--- config.mk ---
export PLATFORM = sky130hd
export DESIGN_NAME = bnb_cnt60_flat
export DESIGN_NICKNAME = d
export VERILOG_FILES = /design/src/rtl/bnb_cnt60_if.sv /design/src/rtl/bnb_cnt60.sv /design/src/flat_wrapper.sv
export SDC_FILE = /design/constraint.sdc
export NUM_CORES = 1
export LEC_CHECK = 0
export ABC_AREA = 1
export CORE_AREA = 2 2 39 41
export DETAILED_ROUTE_END_ITERATION = 7
export DIE_AREA = 0 0 41 43
export SYNTH_ARGS = -nofsm -noshare
export SYNTH_HDL_FRONTEND = slang
export SYNTH_SLANG_ARGS = --single-unit
--- constraint.sdc ---
create_clock -name clk -period 1.7 [get_ports clk]
set_input_delay 0.34 -clock clk [delete_from_list [all_inputs] [get_ports clk]]
set_output_delay 0.34 -clock clk [all_outputs]
set_load 0.03 [all_outputs]
--- src/rtl/bnb_cnt60_if.sv ---
// Signal bundle for bnb_cnt60: serial data in, two delayed copies and the count out.
// The master side (environment) drives d; the slave side (the block) drives the rest.
interface bnb_cnt60_if #(
    parameter int CNT_W = 6
);
    logic             d;
    logic             q0;
    logic             q1;
    logic [CNT_W-1:0] out;

    modport master (output d, input q0, q1, out);
    modport slave  (input d, output q0, q1, out);
endinterface

--- src/rtl/bnb_cnt60.sv ---
// bnb_cnt60: two single-bit delay paths (1-edge and 2-edge) plus a free-running
// modulo-(CNT_MAX+1) counter, all on one clock with an async active-low reset.
// The interface instance must be built with the same CNT_W as this module.
module bnb_cnt60 #(
    parameter int CNT_MAX = 59,
    parameter int CNT_W   = 6
) (
    input  logic        clk,
    input  logic        rst_n,
    bnb_cnt60_if.slave  bus
);

    localparam logic [CNT_W-1:0] CntMax = CNT_W'(CNT_MAX);
    localparam logic [CNT_W-1:0] CntOne = CNT_W'(1);

    // Blocking-style path: the stage n1 only exists as a next-state value, so
    // q0 captures d directly on the edge (one flop, one edge of latency).
    logic n1_d;
    logic q0_d, q0_q;

    // Non-blocking-style path: two flops in series, two edges of latency.
    logic m1_d, m1_q;
    logic q1_d, q1_q;

    // Counter state.
    logic [CNT_W-1:0] cnt_d, cnt_q;

    // Next-state logic for both delay paths and the counter.
    always_comb begin
        // NOTE: every output of this block gets a default first, so no path
        // can leave a signal unassigned and infer a latch.
        n1_d  = 1'b0;
        q0_d  = 1'b0;
        m1_d  = 1'b0;
        q1_d  = 1'b0;
        cnt_d = '0;

        // n1 takes d and q0 takes the new n1 in the same evaluation: collapsed stage.
        n1_d = bus.d;
        q0_d = n1_d;

        // m1 takes d; q1 takes the value m1 held before this edge.
        m1_d = bus.d;
        q1_d = m1_q;

        // >= rather than == so an out-of-range value recovers to 0 on the next edge.
        if (cnt_q >= CntMax) begin
            cnt_d = '0;
        end else begin
            cnt_d = cnt_q + CntOne;
        end
    end

    // All state registers; reset clears every stage, including the hidden m1.
    always_ff @(posedge clk or negedge rst_n) begin
        if (!rst_n) begin
            q0_q  <= 1'b0;
            m1_q  <= 1'b0;
            q1_q  <= 1'b0;
            cnt_q <= '0;
        end else begin
            // NOTE: non-blocking assignments here, so q1_q samples the old m1_q
            // regardless of statement order; blocking would collapse the pipe.
            q0_q  <= q0_d;
            m1_q  <= m1_d;
            q1_q  <= q1_d;
            cnt_q <= cnt_d;
        end
    end

    assign bus.q0  = q0_q;
    assign bus.q1  = q1_q;
    assign bus.out = cnt_q;

endmodule

--- src/flat_wrapper.sv ---
// flat-port wrapper written by rule: the top's interface ports become plain ports
module bnb_cnt60_flat 
#(
    parameter int CNT_MAX = 59,
    parameter int CNT_W   = 6
)
  (clk, rst_n, bus_d, bus_q0, bus_q1, bus_out);
  bnb_cnt60_if #(.CNT_W(CNT_W)) bus_i ();
  input  logic clk;
  input  logic rst_n;
  input wire logic [$bits(bus_i.d)-1:0] bus_d;
  output wire logic [$bits(bus_i.q0)-1:0] bus_q0;
  output wire logic [$bits(bus_i.q1)-1:0] bus_q1;
  output wire logic [$bits(bus_i.out)-1:0] bus_out;
  assign bus_i.d = bus_d;
  assign bus_q0 = bus_i.q0;
  assign bus_q1 = bus_i.q1;
  assign bus_out = bus_i.out;
  bnb_cnt60 #(.CNT_MAX(CNT_MAX), .CNT_W(CNT_W)) u_core (.clk(clk), .rst_n(rst_n), .bus(bus_i));
endmodule
==> results of run 1 <==
==> cell type report <==
cell class	count	share of cell area
Clock buffer	3	0.0489
Inverter	3	0.0245
Multi-Input combinational cell	21	0.220
Sequential cell	8	0.435
Tap cell	16	0.0435
Timing Repair Buffer	10	0.228
==> kinds of logic (layout without fill, tap and decap cells) <==
logic type / count (synthesis) / in the layout / share of synthesized area
AND/OR/NAND/NOR: 19 / 19 / 0.260
AO/OA/AOI/OAI: 1 / 1 / 0.0240
adder cells (fa/ha/maj): 1 / 1 / 0.0400
buffers and inverters: 3 / 16 / 0.0360
flip-flops: 8 / 8 / 0.640
==> power by group <==
group / total [mW] / internal (mW) / leakage (nW) / switching (mW)
sequential: 0.194 / 0.193 / 0.0926 / 0.000950
combinational: 0.0178 / 0.00803 / 0.127 / 0.00976
clock: 0.149 / 0.0810 / 0.0138 / 0.0680
==> registers in the layout, indices dropped and copies added, names as in the netlist <==
signal,count
u_core.bus.out,6
u_core.bus.q0,1
u_core.bus.q1,1
==> cells in the mapped netlist <==
cell,instances,area share
inv_1,3,0.036
nor2_1,8,0.096
nor3_1,1,0.016
o21bai_1,1,0.024
dfrtp_1,8,0.64
nand4_1,1,0.020
nand2_1,5,0.060
nand3_1,3,0.048
nor2_2,1,0.020
ha_1,1,0.040
==> metal layers <==
metal  wire (µm)  GRT usage  vias to the layer above  part of all wire
met1         278      0.112                      124              0.44
met3          18     0.0314                        3             0.028
met4          23      0.120                        0             0.036
met2         318      0.109                        7              0.50
met5           0          0                        -                 0
li1            -          -                      130                 -
==> per-stage QoR <==
stage	cells	hold WS, ns	setup WS [ns]	utilization
final	61	0.360	0.0652	0.333
after global routing	61	0.385	0.0404	0.333
after CTS	61	0.372	0.00556	0.327
after detailed placement	58	0.377	0.258	0.313
after global placement	58	0.367	0.267	0.313
after floorplan	32	0.0444	0.496	-
==> what timing repair did <==
item                                   4_1_cts  5_1_grt
hold buffers                                 0        0
gates resized for setup                      2        3
endpoints found under the hold margin        0        0
gates cloned                                 0        0
setup endpoints to repair                    2        3
==> path summary, 6_finish.rpt <==
check | from | to | slack (ns) | depth (start not counted)
min in group clk | u_core.bus.q0 | u_core.bus.q1 | 0.39 | 0
max in group asynchronous | rst_n | u_core.bus.q0 | 1.08 | 1
min reg2reg | u_core.bus.q0 | u_core.bus.q1 | 0.39 | 0
max | u_core.bus.out[5] | bus_out[5] | 0.07 | 1
max reg2reg | u_core.bus.out[0] | u_core.bus.out[2] | 0.58 | 4
min | rst_n | u_core.bus.out[4] | 0.36 | 1
==> layout by cell type, fill, tap and decap left out <==
master,n
nor2_2,1
ha_1,1
nor2_1,8
inv_1,3
dlymetal6s2s_1,3
dfrtp_1,8
nand4_1,1
nand2_1,5
o21bai_1,1
clkbuf_4,3
nor3_1,1
nand3_1,3
clkdlybuf4s50_1,5
dlygate4sd2_1,2
==> metrics.md, run 1 <==
| Metric | Value |
|---|---|
| Synthesized flop and latch total | `8` |
| Grt ovf | `0` |
| DR iter-0 viols | `2` |
| Final wirelength | `roughly 640 µm` |
| Cell area after placement | `between 400 and 500 µm²` |
| Layout Cell Area excl Fill | `460 µm²` |
| Setup_tns | `0 ns` |
| Die Span Y | `roughly 43 µm` |
| CTS Buf Count | `3` |
| Max clock buf depth | `2` |
| Largest net degree at the start of global routing | `9` |
| Synthesized instance count | `32` |
| Multi-input gate area | `around 100 µm²` |
| Slowest-stage cell, CP | `clkdlybuf4s50_1` |
| Critical path class | `flip-flop to primary output` |
| Routed vias/inst | `4.33` |
| Antenna Violating Nets Remaining | `0` |
| Leakage power | `approximately 0.23 nW` |
| Buf+Inv Stages, Crit Path | `1` |
| Fill count | `roughly 150` |
| Slew @ Worst Pin | `approximately 0.37 ns` |
| Die X | `roughly 40 µm` |
| Element type at the critical path end | `primary output` |
| Global-route wire length before repair | `about 1000 µm` |
| Final net count | `roughly 50` |
| Drt pass-1 iters | `3` |
| Max Fanout on Critical Path | `3` |
| PortBufs | `10` |
| Initial Util | `0.226` |
| Routed len/inst | `~10 µm` |
| Top Family by Delay on Critical Path | `buffers and inverters` |
| Status | `complete, no violations` |
| Startpoint Class | `flip-flop` |
| Fmax achieved | `612 MHz` |
| Sequence of cells on the critical path | `clkdlybuf4s50_1` |
| Latest clock arrival within the worst-skew pair | `roughly 0.26 ns` |
| PwrDens | `783 nW/µm²` |
| CTS clock-pin slew for the worst setup and hold paths | `0.06 ns` |
| Peak supply drop | `around 0.38 mV` |
| YS warnings | `0` |
| Root buffer cell | `clkbuf_4` |
| Slew Viols, Final | `0` |
| I/O Pins | `11` |
| GRT Total Usage | `0.0941` |
| RSZ-0062 raised after global routing | `no` |
| CP max stage delay | `between 0.6 and 0.7 ns` |
| WP data required | `~1.4 ns` |
| Sequential area share after synthesis | `0.640` |
| Share of cells above drive strength 1 | `0.0889` |
| Cell Rows | `14` |
| Vias | `between 200 and 300` |
| Setup violators final | `0` |
| Crit share post-route | `0.962` |
| FF/Latch Area | `around 200 µm²` |
| Pwr Total | `about 0.36 mW` |
| Synth cell types | `10` |
| H-tree depth | `1` |
| Max cap viols | `0` |
| Clock period minus worst slack | `around 1.6 ns` |
| Worst Skew | `between 0.0015 and 0.002 ns` |
| Arrival time of the worst setup path | `1.29 ns` |
| Synthesized area | `around 310 µm²` |
| Core Area | `between 1000 and 1500 µm²` |
| Post-Syn Nets | `36` |
| Slew HR | `0.756` |
| # DRC | `0` |
| Post-CTS Setup Inserts | `0` |
| Vias in the first global route | `approximately 250` |
| Hold Vio Cnt, Final | `0` |
| Routability congestion estimate | `0.759` |
| CTS tree | `yes` |
| Synth Area per Inst | `between 9 and 10 µm²` |
| Antenna violations before repair | `0` |
| Clock Sinks | `8` |
| Layout area overhead | `47.2%` |
| Die area | `1760 µm²` |
| Antenna diodes | `0` |
| Worst min-delay path class | `input port to asynchronous set/reset pin` |
Note: power is estimated with default switching activity, not from simulation.
==> run 2: changes to the inputs <==
--- a/config.mk
+++ b/config.mk
@@ -9,6 +9,7 @@
 export CORE_AREA = 2 2 39 41
 export DETAILED_ROUTE_END_ITERATION = 7
 export DIE_AREA = 0 0 41 43
+export SLEW_MARGIN = 10
 export SYNTH_ARGS = -nofsm -noshare
 export SYNTH_HDL_FRONTEND = slang
 export SYNTH_SLANG_ARGS = --single-unit
==> results of run 2 <==
Same layout as run 1: the final DEF is identical, and so are final timing and power.
